==> src/rtl/mpsoc_msi_arb_pkg.sv <==
// ---------------------------------------------------------------------------
// mpsoc_msi_arb_pkg
// Shared types and helpers for the round-robin Wishbone arbiter.
//   arb_state_e : arbiter FSM states
//   rr_pick     : first requester at or above ptr (with wrap), -1 if none
// ---------------------------------------------------------------------------
package mpsoc_msi_arb_pkg;

  // Upper bound on the port count the search helper can handle.
  localparam int MAX_MASTERS = 32;

  typedef enum logic [1:0] {
    S_IDLE    = 2'd0,
    S_GRANT   = 2'd1,
    S_ABORT   = 2'd2,
    S_RELEASE = 2'd3
  } arb_state_e;

  // Search upward from ptr, wrapping at n; returns the winning index or -1.
  function automatic int rr_pick(input logic [MAX_MASTERS-1:0] req,
                                 input int ptr,
                                 input int n);
    int                     winner;
    int                     idx;
    logic [MAX_MASTERS-1:0] shifted;
    winner = -1;
    for (int k = 0; k < MAX_MASTERS; k++) begin
      if (k < n && winner < 0) begin
        idx     = (ptr + k) % n;
        shifted = req >> idx;
        if (shifted[0]) begin
          winner = idx;
        end
      end
    end
    return winner;
  endfunction

endpackage

==> src/rtl/mpsoc_msi_wb_arbiter_if.sv <==
// ---------------------------------------------------------------------------
// mpsoc_msi_wb_arbiter_if
// Bundles the upstream (wbs_*) ports, the downstream (wbm_*) port and the
// arbiter status outputs.
//   modport slave  : arbiter view (consumes requests, produces responses)
//   modport master : environment view (upstream masters + downstream slave)
// ---------------------------------------------------------------------------
interface mpsoc_msi_wb_arbiter_if #(
  parameter int NUM_MASTERS = 4,
  parameter int DW          = 32,
  parameter int AW          = 32
);
  // Upstream side, one lane per master
  logic [NUM_MASTERS-1:0][AW-1:0]   wbs_adr_i;
  logic [NUM_MASTERS-1:0][DW-1:0]   wbs_dat_i;
  logic [NUM_MASTERS-1:0][DW/8-1:0] wbs_sel_i;
  logic [NUM_MASTERS-1:0]           wbs_we_i;
  logic [NUM_MASTERS-1:0]           wbs_cyc_i;
  logic [NUM_MASTERS-1:0]           wbs_stb_i;
  logic [NUM_MASTERS-1:0][2:0]      wbs_cti_i;
  logic [NUM_MASTERS-1:0][1:0]      wbs_bte_i;
  logic [DW-1:0]                    wbs_dat_o;
  logic [NUM_MASTERS-1:0]           wbs_ack_o;
  logic [NUM_MASTERS-1:0]           wbs_err_o;
  logic [NUM_MASTERS-1:0]           wbs_rty_o;

  // Downstream side
  logic [AW-1:0]                    wbm_adr_o;
  logic [DW-1:0]                    wbm_dat_o;
  logic [DW/8-1:0]                  wbm_sel_o;
  logic                             wbm_we_o;
  logic                             wbm_cyc_o;
  logic                             wbm_stb_o;
  logic [2:0]                       wbm_cti_o;
  logic [1:0]                       wbm_bte_o;
  logic [DW-1:0]                    wbm_dat_i;
  logic                             wbm_ack_i;
  logic                             wbm_err_i;
  logic                             wbm_rty_i;

  // Status
  logic [NUM_MASTERS-1:0]           grant_o;
  logic                             timeout_o;

  modport slave (
    input  wbs_adr_i, wbs_dat_i, wbs_sel_i, wbs_we_i, wbs_cyc_i, wbs_stb_i,
           wbs_cti_i, wbs_bte_i,
    output wbs_dat_o, wbs_ack_o, wbs_err_o, wbs_rty_o,
    output wbm_adr_o, wbm_dat_o, wbm_sel_o, wbm_we_o, wbm_cyc_o, wbm_stb_o,
           wbm_cti_o, wbm_bte_o,
    input  wbm_dat_i, wbm_ack_i, wbm_err_i, wbm_rty_i,
    output grant_o, timeout_o
  );

  modport master (
    output wbs_adr_i, wbs_dat_i, wbs_sel_i, wbs_we_i, wbs_cyc_i, wbs_stb_i,
           wbs_cti_i, wbs_bte_i,
    input  wbs_dat_o, wbs_ack_o, wbs_err_o, wbs_rty_o,
    input  wbm_adr_o, wbm_dat_o, wbm_sel_o, wbm_we_o, wbm_cyc_o, wbm_stb_o,
           wbm_cti_o, wbm_bte_o,
    output wbm_dat_i, wbm_ack_i, wbm_err_i, wbm_rty_i,
    input  grant_o, timeout_o
  );
endinterface

==> src/rtl/mpsoc_msi_arb_rr.sv <==
// ---------------------------------------------------------------------------
// mpsoc_msi_arb_rr
// Combinational round-robin grant generator.
//   req_i      : request vector
//   ptr_i      : index with highest priority this round
//   grant_o    : one-hot winner (zero when no request)
//   next_ptr_o : winner+1 mod NUM_MASTERS (ptr_i when no request)
//   valid_o    : at least one request present
// ---------------------------------------------------------------------------
module mpsoc_msi_arb_rr
  import mpsoc_msi_arb_pkg::*;
#(
  parameter int NUM_MASTERS = 4,
  parameter int PW          = (NUM_MASTERS > 1) ? $clog2(NUM_MASTERS) : 1
) (
  input  logic [NUM_MASTERS-1:0] req_i,
  input  logic [PW-1:0]          ptr_i,
  output logic [NUM_MASTERS-1:0] grant_o,
  output logic [PW-1:0]          next_ptr_o,
  output logic                   valid_o
);

  int winner;

  always_comb begin
    winner     = rr_pick(MAX_MASTERS'(req_i), int'(ptr_i), NUM_MASTERS);
    grant_o    = '0;
    next_ptr_o = ptr_i;
    valid_o    = 1'b0;
    if (winner >= 0) begin
      valid_o    = 1'b1;
      grant_o    = NUM_MASTERS'(1) << winner;
      next_ptr_o = PW'((winner + 1) % NUM_MASTERS);
    end
  end

endmodule

==> src/rtl/mpsoc_msi_wb_arbiter.sv <==
// ---------------------------------------------------------------------------
// mpsoc_msi_wb_arbiter
// Round-robin Wishbone arbiter: NUM_MASTERS upstream ports share one
// downstream port. A grant lasts a whole cyc, a dead cycle separates owners,
// and an optional watchdog (TIMEOUT>0) aborts an unanswered strobe with err.
//   wb_clk_i  : clock, rising edge
//   wb_rst_ni : synchronous active-low reset
//   bus       : upstream/downstream Wishbone signals, grant_o, timeout_o
// ---------------------------------------------------------------------------
module mpsoc_msi_wb_arbiter
  import mpsoc_msi_arb_pkg::*;
#(
  parameter int NUM_MASTERS = 4,
  parameter int DW          = 32,
  parameter int AW          = 32,
  parameter int TIMEOUT     = 0
) (
  input  logic                  wb_clk_i,
  input  logic                  wb_rst_ni,
  mpsoc_msi_wb_arbiter_if.slave bus
);

  localparam int PW = (NUM_MASTERS > 1) ? $clog2(NUM_MASTERS) : 1;
  localparam int CW = (TIMEOUT > 0) ? $clog2(TIMEOUT + 1) : 1;
  localparam logic [CW-1:0] WD_LAST = (TIMEOUT > 0) ? CW'(TIMEOUT - 1) : '0;
  localparam logic [CW-1:0] WD_MAX  = CW'(TIMEOUT);

  arb_state_e             state_q, state_d;
  logic [NUM_MASTERS-1:0] grant_q, grant_d;
  logic [PW-1:0]          ptr_q, ptr_d;
  logic [CW-1:0]          wd_cnt_q, wd_cnt_d;

  logic [NUM_MASTERS-1:0] rr_grant;
  logic [PW-1:0]          rr_next;
  logic                   rr_valid;
  logic [PW-1:0]          gidx;
  logic                   fwd;
  logic                   resp;
  logic                   wd_fire;

  mpsoc_msi_arb_rr #(
    .NUM_MASTERS (NUM_MASTERS),
    .PW          (PW)
  ) u_rr (
    .req_i      (bus.wbs_cyc_i),
    .ptr_i      (ptr_q),
    .grant_o    (rr_grant),
    .next_ptr_o (rr_next),
    .valid_o    (rr_valid)
  );

  // Encode the registered one-hot grant for the muxes.
  always_comb begin
    gidx = '0;
    for (int i = 0; i < NUM_MASTERS; i++) begin
      if (grant_q[i]) gidx = PW'(i);
    end
  end

  assign fwd  = (state_q == S_GRANT);
  assign resp = bus.wbm_ack_i | bus.wbm_err_i | bus.wbm_rty_i;
  // Fires in the TIMEOUT-th consecutive unanswered strobe cycle.
  assign wd_fire = (TIMEOUT > 0) && fwd && bus.wbs_cyc_i[gidx] &&
                   bus.wbs_stb_i[gidx] && !resp && (wd_cnt_q == WD_LAST);

  // Request path is purely combinational while granted so slave latency
  // is not affected; everything reads zero otherwise.
  always_comb begin
    bus.wbm_adr_o = '0;
    bus.wbm_dat_o = '0;
    bus.wbm_sel_o = '0;
    bus.wbm_we_o  = 1'b0;
    bus.wbm_cyc_o = 1'b0;
    bus.wbm_stb_o = 1'b0;
    bus.wbm_cti_o = 3'b000;
    bus.wbm_bte_o = 2'b00;
    bus.wbs_dat_o = '0;
    if (fwd) begin
      bus.wbm_adr_o = bus.wbs_adr_i[gidx];
      bus.wbm_dat_o = bus.wbs_dat_i[gidx];
      bus.wbm_sel_o = bus.wbs_sel_i[gidx];
      bus.wbm_we_o  = bus.wbs_we_i[gidx];
      bus.wbm_cyc_o = bus.wbs_cyc_i[gidx];
      bus.wbm_stb_o = bus.wbs_stb_i[gidx];
      bus.wbm_cti_o = bus.wbs_cti_i[gidx];
      bus.wbm_bte_o = bus.wbs_bte_i[gidx];
      bus.wbs_dat_o = bus.wbm_dat_i;
    end
  end

  genvar gi;
  generate
    for (gi = 0; gi < NUM_MASTERS; gi++) begin : g_resp
      assign bus.wbs_ack_o[gi] = fwd & grant_q[gi] & bus.wbm_ack_i;
      assign bus.wbs_rty_o[gi] = fwd & grant_q[gi] & bus.wbm_rty_i;
      assign bus.wbs_err_o[gi] = fwd & grant_q[gi] & (bus.wbm_err_i | wd_fire);
    end
  endgenerate

  assign bus.grant_o   = grant_q;
  assign bus.timeout_o = wd_fire;

  always_comb begin
    state_d  = state_q;
    grant_d  = grant_q;
    ptr_d    = ptr_q;
    wd_cnt_d = '0;
    unique case (state_q)
      S_IDLE: begin
        if (rr_valid) begin
          grant_d = rr_grant;
          ptr_d   = rr_next;
          state_d = S_GRANT;
        end
      end
      S_GRANT: begin
        if (!bus.wbs_cyc_i[gidx]) begin
          grant_d = '0;
          state_d = S_RELEASE;
        end else if (wd_fire) begin
          state_d = S_ABORT;
        end else if ((TIMEOUT > 0) && bus.wbs_stb_i[gidx] && !resp) begin
          wd_cnt_d = (wd_cnt_q == WD_MAX) ? wd_cnt_q : wd_cnt_q + 1'b1;
        end
      end
      S_ABORT: begin
        // Grant stays held so the aborted master cannot be re-granted early.
        if (!bus.wbs_cyc_i[gidx]) begin
          grant_d = '0;
          state_d = S_RELEASE;
        end
      end
      S_RELEASE: state_d = S_IDLE;
      default:   state_d = S_IDLE;
    endcase
  end

  always_ff @(posedge wb_clk_i) begin
    if (!wb_rst_ni) begin
      state_q  <= S_IDLE;
      grant_q  <= '0;
      ptr_q    <= '0;
      wd_cnt_q <= '0;
    end else begin
      state_q  <= state_d;
      grant_q  <= grant_d;
      ptr_q    <= ptr_d;
      wd_cnt_q <= wd_cnt_d;
    end
  end

endmodule

==> src/flat_wrapper.sv <==
// flat-port wrapper written by rule: the top's interface ports become plain ports
module mpsoc_msi_wb_arbiter_flat import mpsoc_msi_arb_pkg::*;
#(
  parameter int NUM_MASTERS = 4,
  parameter int DW          = 32,
  parameter int AW          = 32,
  parameter int TIMEOUT     = 0
)
  (wb_clk_i, wb_rst_ni, bus_wbs_adr_i, bus_wbs_dat_i, bus_wbs_sel_i, bus_wbs_we_i, bus_wbs_cyc_i, bus_wbs_stb_i, bus_wbs_cti_i, bus_wbs_bte_i, bus_wbs_dat_o, bus_wbs_ack_o, bus_wbs_err_o, bus_wbs_rty_o, bus_wbm_adr_o, bus_wbm_dat_o, bus_wbm_sel_o, bus_wbm_we_o, bus_wbm_cyc_o, bus_wbm_stb_o, bus_wbm_cti_o, bus_wbm_bte_o, bus_wbm_dat_i, bus_wbm_ack_i, bus_wbm_err_i, bus_wbm_rty_i, bus_grant_o, bus_timeout_o);
  mpsoc_msi_wb_arbiter_if #(.NUM_MASTERS(NUM_MASTERS), .DW(DW), .AW(AW)) bus_i ();
  input  logic wb_clk_i;
  input  logic wb_rst_ni;
  input wire logic [$bits(bus_i.wbs_adr_i)-1:0] bus_wbs_adr_i;
  input wire logic [$bits(bus_i.wbs_dat_i)-1:0] bus_wbs_dat_i;
  input wire logic [$bits(bus_i.wbs_sel_i)-1:0] bus_wbs_sel_i;
  input wire logic [$bits(bus_i.wbs_we_i)-1:0] bus_wbs_we_i;
  input wire logic [$bits(bus_i.wbs_cyc_i)-1:0] bus_wbs_cyc_i;
  input wire logic [$bits(bus_i.wbs_stb_i)-1:0] bus_wbs_stb_i;
  input wire logic [$bits(bus_i.wbs_cti_i)-1:0] bus_wbs_cti_i;
  input wire logic [$bits(bus_i.wbs_bte_i)-1:0] bus_wbs_bte_i;
  output wire logic [$bits(bus_i.wbs_dat_o)-1:0] bus_wbs_dat_o;
  output wire logic [$bits(bus_i.wbs_ack_o)-1:0] bus_wbs_ack_o;
  output wire logic [$bits(bus_i.wbs_err_o)-1:0] bus_wbs_err_o;
  output wire logic [$bits(bus_i.wbs_rty_o)-1:0] bus_wbs_rty_o;
  output wire logic [$bits(bus_i.wbm_adr_o)-1:0] bus_wbm_adr_o;
  output wire logic [$bits(bus_i.wbm_dat_o)-1:0] bus_wbm_dat_o;
  output wire logic [$bits(bus_i.wbm_sel_o)-1:0] bus_wbm_sel_o;
  output wire logic [$bits(bus_i.wbm_we_o)-1:0] bus_wbm_we_o;
  output wire logic [$bits(bus_i.wbm_cyc_o)-1:0] bus_wbm_cyc_o;
  output wire logic [$bits(bus_i.wbm_stb_o)-1:0] bus_wbm_stb_o;
  output wire logic [$bits(bus_i.wbm_cti_o)-1:0] bus_wbm_cti_o;
  output wire logic [$bits(bus_i.wbm_bte_o)-1:0] bus_wbm_bte_o;
  input wire logic [$bits(bus_i.wbm_dat_i)-1:0] bus_wbm_dat_i;
  input wire logic [$bits(bus_i.wbm_ack_i)-1:0] bus_wbm_ack_i;
  input wire logic [$bits(bus_i.wbm_err_i)-1:0] bus_wbm_err_i;
  input wire logic [$bits(bus_i.wbm_rty_i)-1:0] bus_wbm_rty_i;
  output wire logic [$bits(bus_i.grant_o)-1:0] bus_grant_o;
  output wire logic [$bits(bus_i.timeout_o)-1:0] bus_timeout_o;
  assign bus_i.wbs_adr_i = bus_wbs_adr_i;
  assign bus_i.wbs_dat_i = bus_wbs_dat_i;
  assign bus_i.wbs_sel_i = bus_wbs_sel_i;
  assign bus_i.wbs_we_i = bus_wbs_we_i;
  assign bus_i.wbs_cyc_i = bus_wbs_cyc_i;
  assign bus_i.wbs_stb_i = bus_wbs_stb_i;
  assign bus_i.wbs_cti_i = bus_wbs_cti_i;
  assign bus_i.wbs_bte_i = bus_wbs_bte_i;
  assign bus_wbs_dat_o = bus_i.wbs_dat_o;
  assign bus_wbs_ack_o = bus_i.wbs_ack_o;
  assign bus_wbs_err_o = bus_i.wbs_err_o;
  assign bus_wbs_rty_o = bus_i.wbs_rty_o;
  assign bus_wbm_adr_o = bus_i.wbm_adr_o;
  assign bus_wbm_dat_o = bus_i.wbm_dat_o;
  assign bus_wbm_sel_o = bus_i.wbm_sel_o;
  assign bus_wbm_we_o = bus_i.wbm_we_o;
  assign bus_wbm_cyc_o = bus_i.wbm_cyc_o;
  assign bus_wbm_stb_o = bus_i.wbm_stb_o;
  assign bus_wbm_cti_o = bus_i.wbm_cti_o;
  assign bus_wbm_bte_o = bus_i.wbm_bte_o;
  assign bus_i.wbm_dat_i = bus_wbm_dat_i;
  assign bus_i.wbm_ack_i = bus_wbm_ack_i;
  assign bus_i.wbm_err_i = bus_wbm_err_i;
  assign bus_i.wbm_rty_i = bus_wbm_rty_i;
  assign bus_grant_o = bus_i.grant_o;
  assign bus_timeout_o = bus_i.timeout_o;
  mpsoc_msi_wb_arbiter #(.NUM_MASTERS(NUM_MASTERS), .DW(DW), .AW(AW), .TIMEOUT(TIMEOUT)) u_core (.wb_clk_i(wb_clk_i), .wb_rst_ni(wb_rst_ni), .bus(bus_i));
endmodule
==> config.mk <==
export PLATFORM = sky130hd
export DESIGN_NAME = mpsoc_msi_wb_arbiter_flat
export DESIGN_NICKNAME = d
export VERILOG_FILES = /design/src/rtl/mpsoc_msi_arb_pkg.sv /design/src/rtl/mpsoc_msi_wb_arbiter_if.sv /design/src/rtl/mpsoc_msi_arb_rr.sv /design/src/rtl/mpsoc_msi_wb_arbiter.sv /design/src/flat_wrapper.sv
export SDC_FILE = /design/constraint.sdc
export NUM_CORES = 1
export LEC_CHECK = 0
export ABC_AREA = 0
export CAP_MARGIN = 20
export CORE_AREA = 8 8 176 178
export DETAILED_ROUTE_END_ITERATION = 10
export DIE_AREA = 0 0 184 186
export PLACE_DENSITY = 0.48
export SYNTH_ARGS = -nofsm -noshare
export SYNTH_HDL_FRONTEND = slang
export SYNTH_SLANG_ARGS = --single-unit
==> constraint.sdc <==
create_clock -name wb_clk_i -period 2.18 [get_ports wb_clk_i]
set_input_delay 0.436 -clock wb_clk_i [delete_from_list [all_inputs] [get_ports wb_clk_i]]
set_output_delay 0.436 -clock wb_clk_i [all_outputs]
set_load 0.02 [all_outputs]
# == Word level (Yosys, flattened, before mapping) ==
# Cells that the tools add are included.
# W data, S select, Z words.
# op_classes
n_shift,5
reduce_logical,9
n_eq_ne,5
bitwise_logic,19
order_cmp,5
muxes,43
add_sub_neg,4
# ops
operator,count
$mux W32,12
$bmux W32 S2,2
$lt A32 B1 Y1 const B,3
$shr A4 B32 Y1,3
$ge A32 B1 Y1 const B,1
$shl A1 B32 Y4 const A,1
$mux W4,5
$and A1 B1 Y1,16
$mux W2,6
$bmux W4 S2,1
$mux W1,8
$pmux W4 S2,1
$reduce_or A2 Y1,4
$add A2 B2 Y2 const B,3
$bmux W1 S2,3
$bmux W3 S2,1
$mux W3,2
$pmux W2 S3,1
$reduce_and A3 Y1,2
$bmux W2 S2,1
$eq A2 B2 Y1 const B,2
$shr A4 B2 Y1,1
$and A1 B1 Y1 const A,3
$lt A2 B3 Y1 const B,1
other kinds (7),7
# word_totals
input_bits,341
register_bits,8

# == Logic depth before layout (Yosys ltp) ==
# logic_depth
depth_word,14
depth_mapped,7
mapped_depth_nobuf,6

# == Cells and area by module ==
# A second synthesis with hierarchy kept.
# hier_totals
cells_unflattened,538
hier_area_um2,3711.1
# by_module_without_submodules
mod,cells_per_inst,n_inst,area_per_inst_um2
mpsoc_msi_wb_arbiter,509,1,3532.1
mpsoc_msi_arb_rr,29,1,178.9

# == Least setup slack after synthesis ==
# No wires, ideal clock.
# synth_timing
kind,register -> output
start,"reg u_core.grant_q[1], in the netlist u_core.bus.grant_o[1]"
end,out bus_wbm_adr_o[27]
path_stages_with_launch,8
path_buffers,3
arrival_time_ns,1.662
setup_slack_ns,0.082
path_cell_list,dfxtp_1 > buf_2 > buf_4 > buf_2 > mux2i_1 > o21ai_0 > mux2i_1 > nor2b_1
# synth_between
elab_chain_len,6
# synth_lines
item,line,rtl
from (decl),mpsoc_msi_wb_arbiter.sv:29,"logic [NUM_MASTERS-1:0] grant_q, grant_d;"
from (signal assigned),mpsoc_msi_wb_arbiter.sv:146,grant_q <= grant_d;
$mux W1,mpsoc_msi_wb_arbiter.sv:56,if (grant_q[i]) gidx = PW'(i);
$mux W2 (2 in series),mpsoc_msi_wb_arbiter.sv:56,
$bmux W32 S2,mpsoc_msi_wb_arbiter.sv:79,bus.wbm_adr_o = bus.wbs_adr_i[gidx];
$mux W32 (implied by the code),mpsoc_msi_wb_arbiter.sv:79,
$mux W32,mpsoc_msi_wb_arbiter.sv:78,if (fwd) begin
to (decl),flat_wrapper.sv:25,output wire logic [$bits(bus_i.wbm_adr_o)-1:0] bus_wbm_adr_o;
# Every way passes these cells. The select of a mux whose other input is x is not followed.

# == Final worst setup path ==
# layout_timing
start,"reg u_core.grant_q[1], in the netlist u_core.bus.grant_o[1]"
end,out bus_wbm_sel_o[0]
# layout_between
elab_chain_len,6
# layout_lines
item,line,rtl
$mux W1,mpsoc_msi_wb_arbiter.sv:56,
$mux W2 (2 in series),mpsoc_msi_wb_arbiter.sv:56,
$bmux W4 S2,mpsoc_msi_wb_arbiter.sv:81,bus.wbm_sel_o = bus.wbs_sel_i[gidx];
$mux W4 (implied by the code),mpsoc_msi_wb_arbiter.sv:81,
$mux W4,mpsoc_msi_wb_arbiter.sv:78,
to (decl),flat_wrapper.sv:27,output wire logic [$bits(bus_i.wbm_sel_o)-1:0] bus_wbm_sel_o;
# Every way passes these cells. The select of a mux whose other input is x is not followed.

==> impl_metrics.tcl <==
set metrics [dict create \
    synth_cell_types 35 \
    synth.most_common_cell "mux2i_1" \
    clkTransAtPathRegs_ns 0.04 \
    critPathKind "flip-flop to output pin" \
    cp.arrival_ns 1.71 \
    cp_slowest_cell "dfxtp_4" \
    finalSetupViolations 0 \
    avgSynthCellArea_um2 6.864 \
    vias 5530 \
    post_drt_wl_per_cell_um 17.82 \
    wl_mm 25.07 \
    drive_gt1_share_pct 15.84 \
    r2r_cells 7 \
    power.leakage_nw 3.541 \
    ys_seq_elements 8 \
    critPathLaunch "u_core.bus.grant_o[1]" \
    async_flop_share_pct 0 \
    power.density_nw_per_um2 828.4 \
    wl_met1_mm 9.498 \
    cts.sinks 8 \
    worstReg2RegEnd "u_core.bus.grant_o[0]" \
    drc 0 \
    power.internal_w 0.003786 \
    cp.required_ns 1.74 \
    status "completed" \
    syn_inst 535 \
    vias_per_cell 3.930 \
    die_area_um2 34220 \
    synth_edf_count 0 \
    nets 1369 \
    postCtsHoldBufs 0 \
    clockBufferDepth 2 \
    dp_hpwl_mm 20.89 \
    path_max_fanout 11 \
    maxCapViolations 0 \
    synth_top_cell_by_area "mux2i_1" \
    num_rows 62 \
    finalPower_w 0.007599 \
    min_path_type "flip-flop to flip-flop" \
    drtAntennaViolNets 0 \
    fmax_mhz 465.4 \
    placed_cells 1390 \
    drt_pass1_iterations 5 \
    cp_num_buf_inv 4 \
    grt_setup_unrepaired "yes" \
    critPathTopFamily "buffers and inverters" \
    gr-usage-all-layers_pct 12.82 \
    fin_crit_ns 2.149 \
    clockRootBuffer "clkbuf_16" \
    reg2reg_from "u_core.bus.grant_o[1]" \
    critPathCapture "bus_wbm_sel_o[0]" \
    synthesis.area_um2 3672 \
    setup_tns_ns 0 \
    p_sw_w 0.003813 \
    synthTopCellsByCount "mux2i_1, nand2_1, nor2b_1, o21ai_0, and2_1" \
    max-vdd-ir-drop_v 0.0005528 \
    switching_share_pct 50.18 \
    cp-start-kind "flip-flop" \
    grt_overflow 0 \
    die_w_um 184 \
    netlist_top_cells_area "mux2i_1, nor2b_1, o21ai_0" \
    cts_buffers 3 \
    dp_slack_ns -0.5084 \
    coreArea_um2 28240 \
    synth_top_area_share_pct 41.70 \
    top_layer "met4" \
    die_h_um 186 \
    antennaDiodeCount 0 \
    timing.final.crit_share_pct 98.57 \
    io_pins 466 \
    h-tree-depth 1 \
    grt_max_degree 65 \
    crit_path_cell_trace "buf_12, clkbuf_16, mux2i_2, o21ai_2, buf_4, mux2i_1, nor2b_1, buf_2" \
    synthFlopType "dfxtp_1" \
    fill_cells 3091 \
    yosys_warnings 0 \
    cts_tree "done" \
    fin_util_pct 32.48 \
    gp_congestion 0.8212 \
    start_util_pct 13.01 \
    p_seq_share_pct 3.9 \
    slowest_delay_ns 0.38 \
    rrSetupSlack_ns 0.35 \
    grt_pass1_wl_mm 34.47 \
    finalClockSkew_ns 0.003237 \
    portBuffers 464 \
    clockPowerShare_pct 4.2 \
    seq_area_frac_synth_pct 4.361 \
    setup_ws_ns 0.03123 \
    drt-initial-drc-count 118 \
    synth_nets 880 \
    clock_latency_ns 0.23 \
    met3_length_mm 2.516 \
    antenna_found_initial 0 \
    worst-path-stages 8 \
    grt_pass1_vias 5886 \
    p_comb_share_pct 91.8 \
    area_delta_synth_final_pct 149.8 \
    finalNonFillerCells 1407 \
    critPathCaptureType "output pin" \
    hold_violations 0 \
    met2_length_mm 12.85 \
    slew_viol_final 0 \
]
## stage by stage
step	instance area [um2]	hold slack, ns
after floorplan	3672	0.4848
after global placement	9214	0.5240
after detailed placement	9214	0.5310
after CTS	9230	0.5363
after global routing	9173	0.5873
final	9173	0.5267
## power groups by stage
stage	combinational [W]	sequential, W	clock (W)
finish	0.00698	0.000299	0.000322
global route	0.00757	0.000311	0.000339
CTS	0.00704	0.000298	0.000332
detailed placement	0.00748	0.000298	0
global placement	0.00752	0.000295	0
floorplan	0.00378	0.000280	0
## tightest hold or removal path: stages (launching register included)
cell	delay, ns
dfxtp_1	0.33
nor2_1	0.10
a211oi_1	0.05
## flip-flops by register name, indices dropped and copies added (netlist names)
| register | count |
|---|---|
| u_core.state_q | 2 |
| u_core.bus.grant_o | 4 |
| u_core.ptr_q | 2 |
## cell usage in the layout (no fill, tap or decap), types with 2 or more instances in the layout
master,synthesis,routed
clkdlybuf4s50_1,0,344
mux2i_1,153,148
nand2_1,82,82
nor2b_1,78,78
o21ai_0,76,58
buf_4,2,49
dlygate4sd2_1,0,44
and2_1,33,33
buf_2,12,32
clkbuf_2,0,29
o21ai_1,0,17
buf_12,0,14
and3_1,12,12
buf_6,0,8
nor2_1,6,6
clkbuf_16,0,6
clkdlybuf4s15_2,0,6
inv_1,5,5
dfxtp_1,8,5
o32ai_1,4,4
clkdlybuf4s15_1,0,4
mux2i_2,0,3
ha_1,4,3
dfxtp_4,0,3
mux2i_4,0,2
nor3b_1,2,2
a211oi_2,1,2
a21oi_1,2,2
nand2b_1,2,2
## how the worst min path moves through the flow
stage | startpoint | endpoint | slack, ns | cells past startpoint
floorplan | u_core.state_q[0] | u_core.state_q[0] | 0.48 | 2
global placement | u_core.ptr_q[0] | u_core.ptr_q[0] | 0.52 | 2
detailed placement | u_core.ptr_q[0] | u_core.ptr_q[0] | 0.53 | 2
CTS | u_core.ptr_q[0] | u_core.ptr_q[0] | 0.54 | 2
global route | u_core.ptr_q[0] | u_core.ptr_q[0] | 0.59 | 2
finish | u_core.ptr_q[0] | u_core.ptr_q[0] | 0.53 | 2
## per-layer routing
| metal | up-vias | global-route usage [%] |
|---|---|---|
| li1 | 2825 | - |
| met1 | 2411 | 13.28 |
| met2 | 286 | 24.45 |
| met3 | 8 | 4.880 |
| met4 | 0 | 2.130 |
| met5 | - | 0 |
## kinds of logic after synthesis
group / Yosys count / synth area share, %
fa+ha+maj: 4 / 1.363
compound gates: 93 / 14.45
other cells: 1 / 0.1021
simple gates: 221 / 31.79
flops: 8 / 4.361
buf+inv: 55 / 6.235
mux: 153 / 41.70
## area by class of cell
type / instances / area [um2] / area share, %
Inverter: 5 / 18.77 / 0.2046
Timing Repair Buffer: 534 / 5082 / 55.41
Clock buffer: 4 / 78.83 / 0.8594
Sequential cell: 8 / 171.4 / 1.869
Multi-Input combinational cell: 472 / 3341 / 36.42
Tap cell: 384 / 480.5 / 5.238
## timing repair
action / in CTS / in global routing
setup buffers: 2 / 8
gates cloned: 0 / 3
endpoints found under the setup margin: 120 / 67
gates resized for setup: 246 / 101
pin swaps: 1 / 0
No activity file was read; power rests on OpenSTA's default activity.
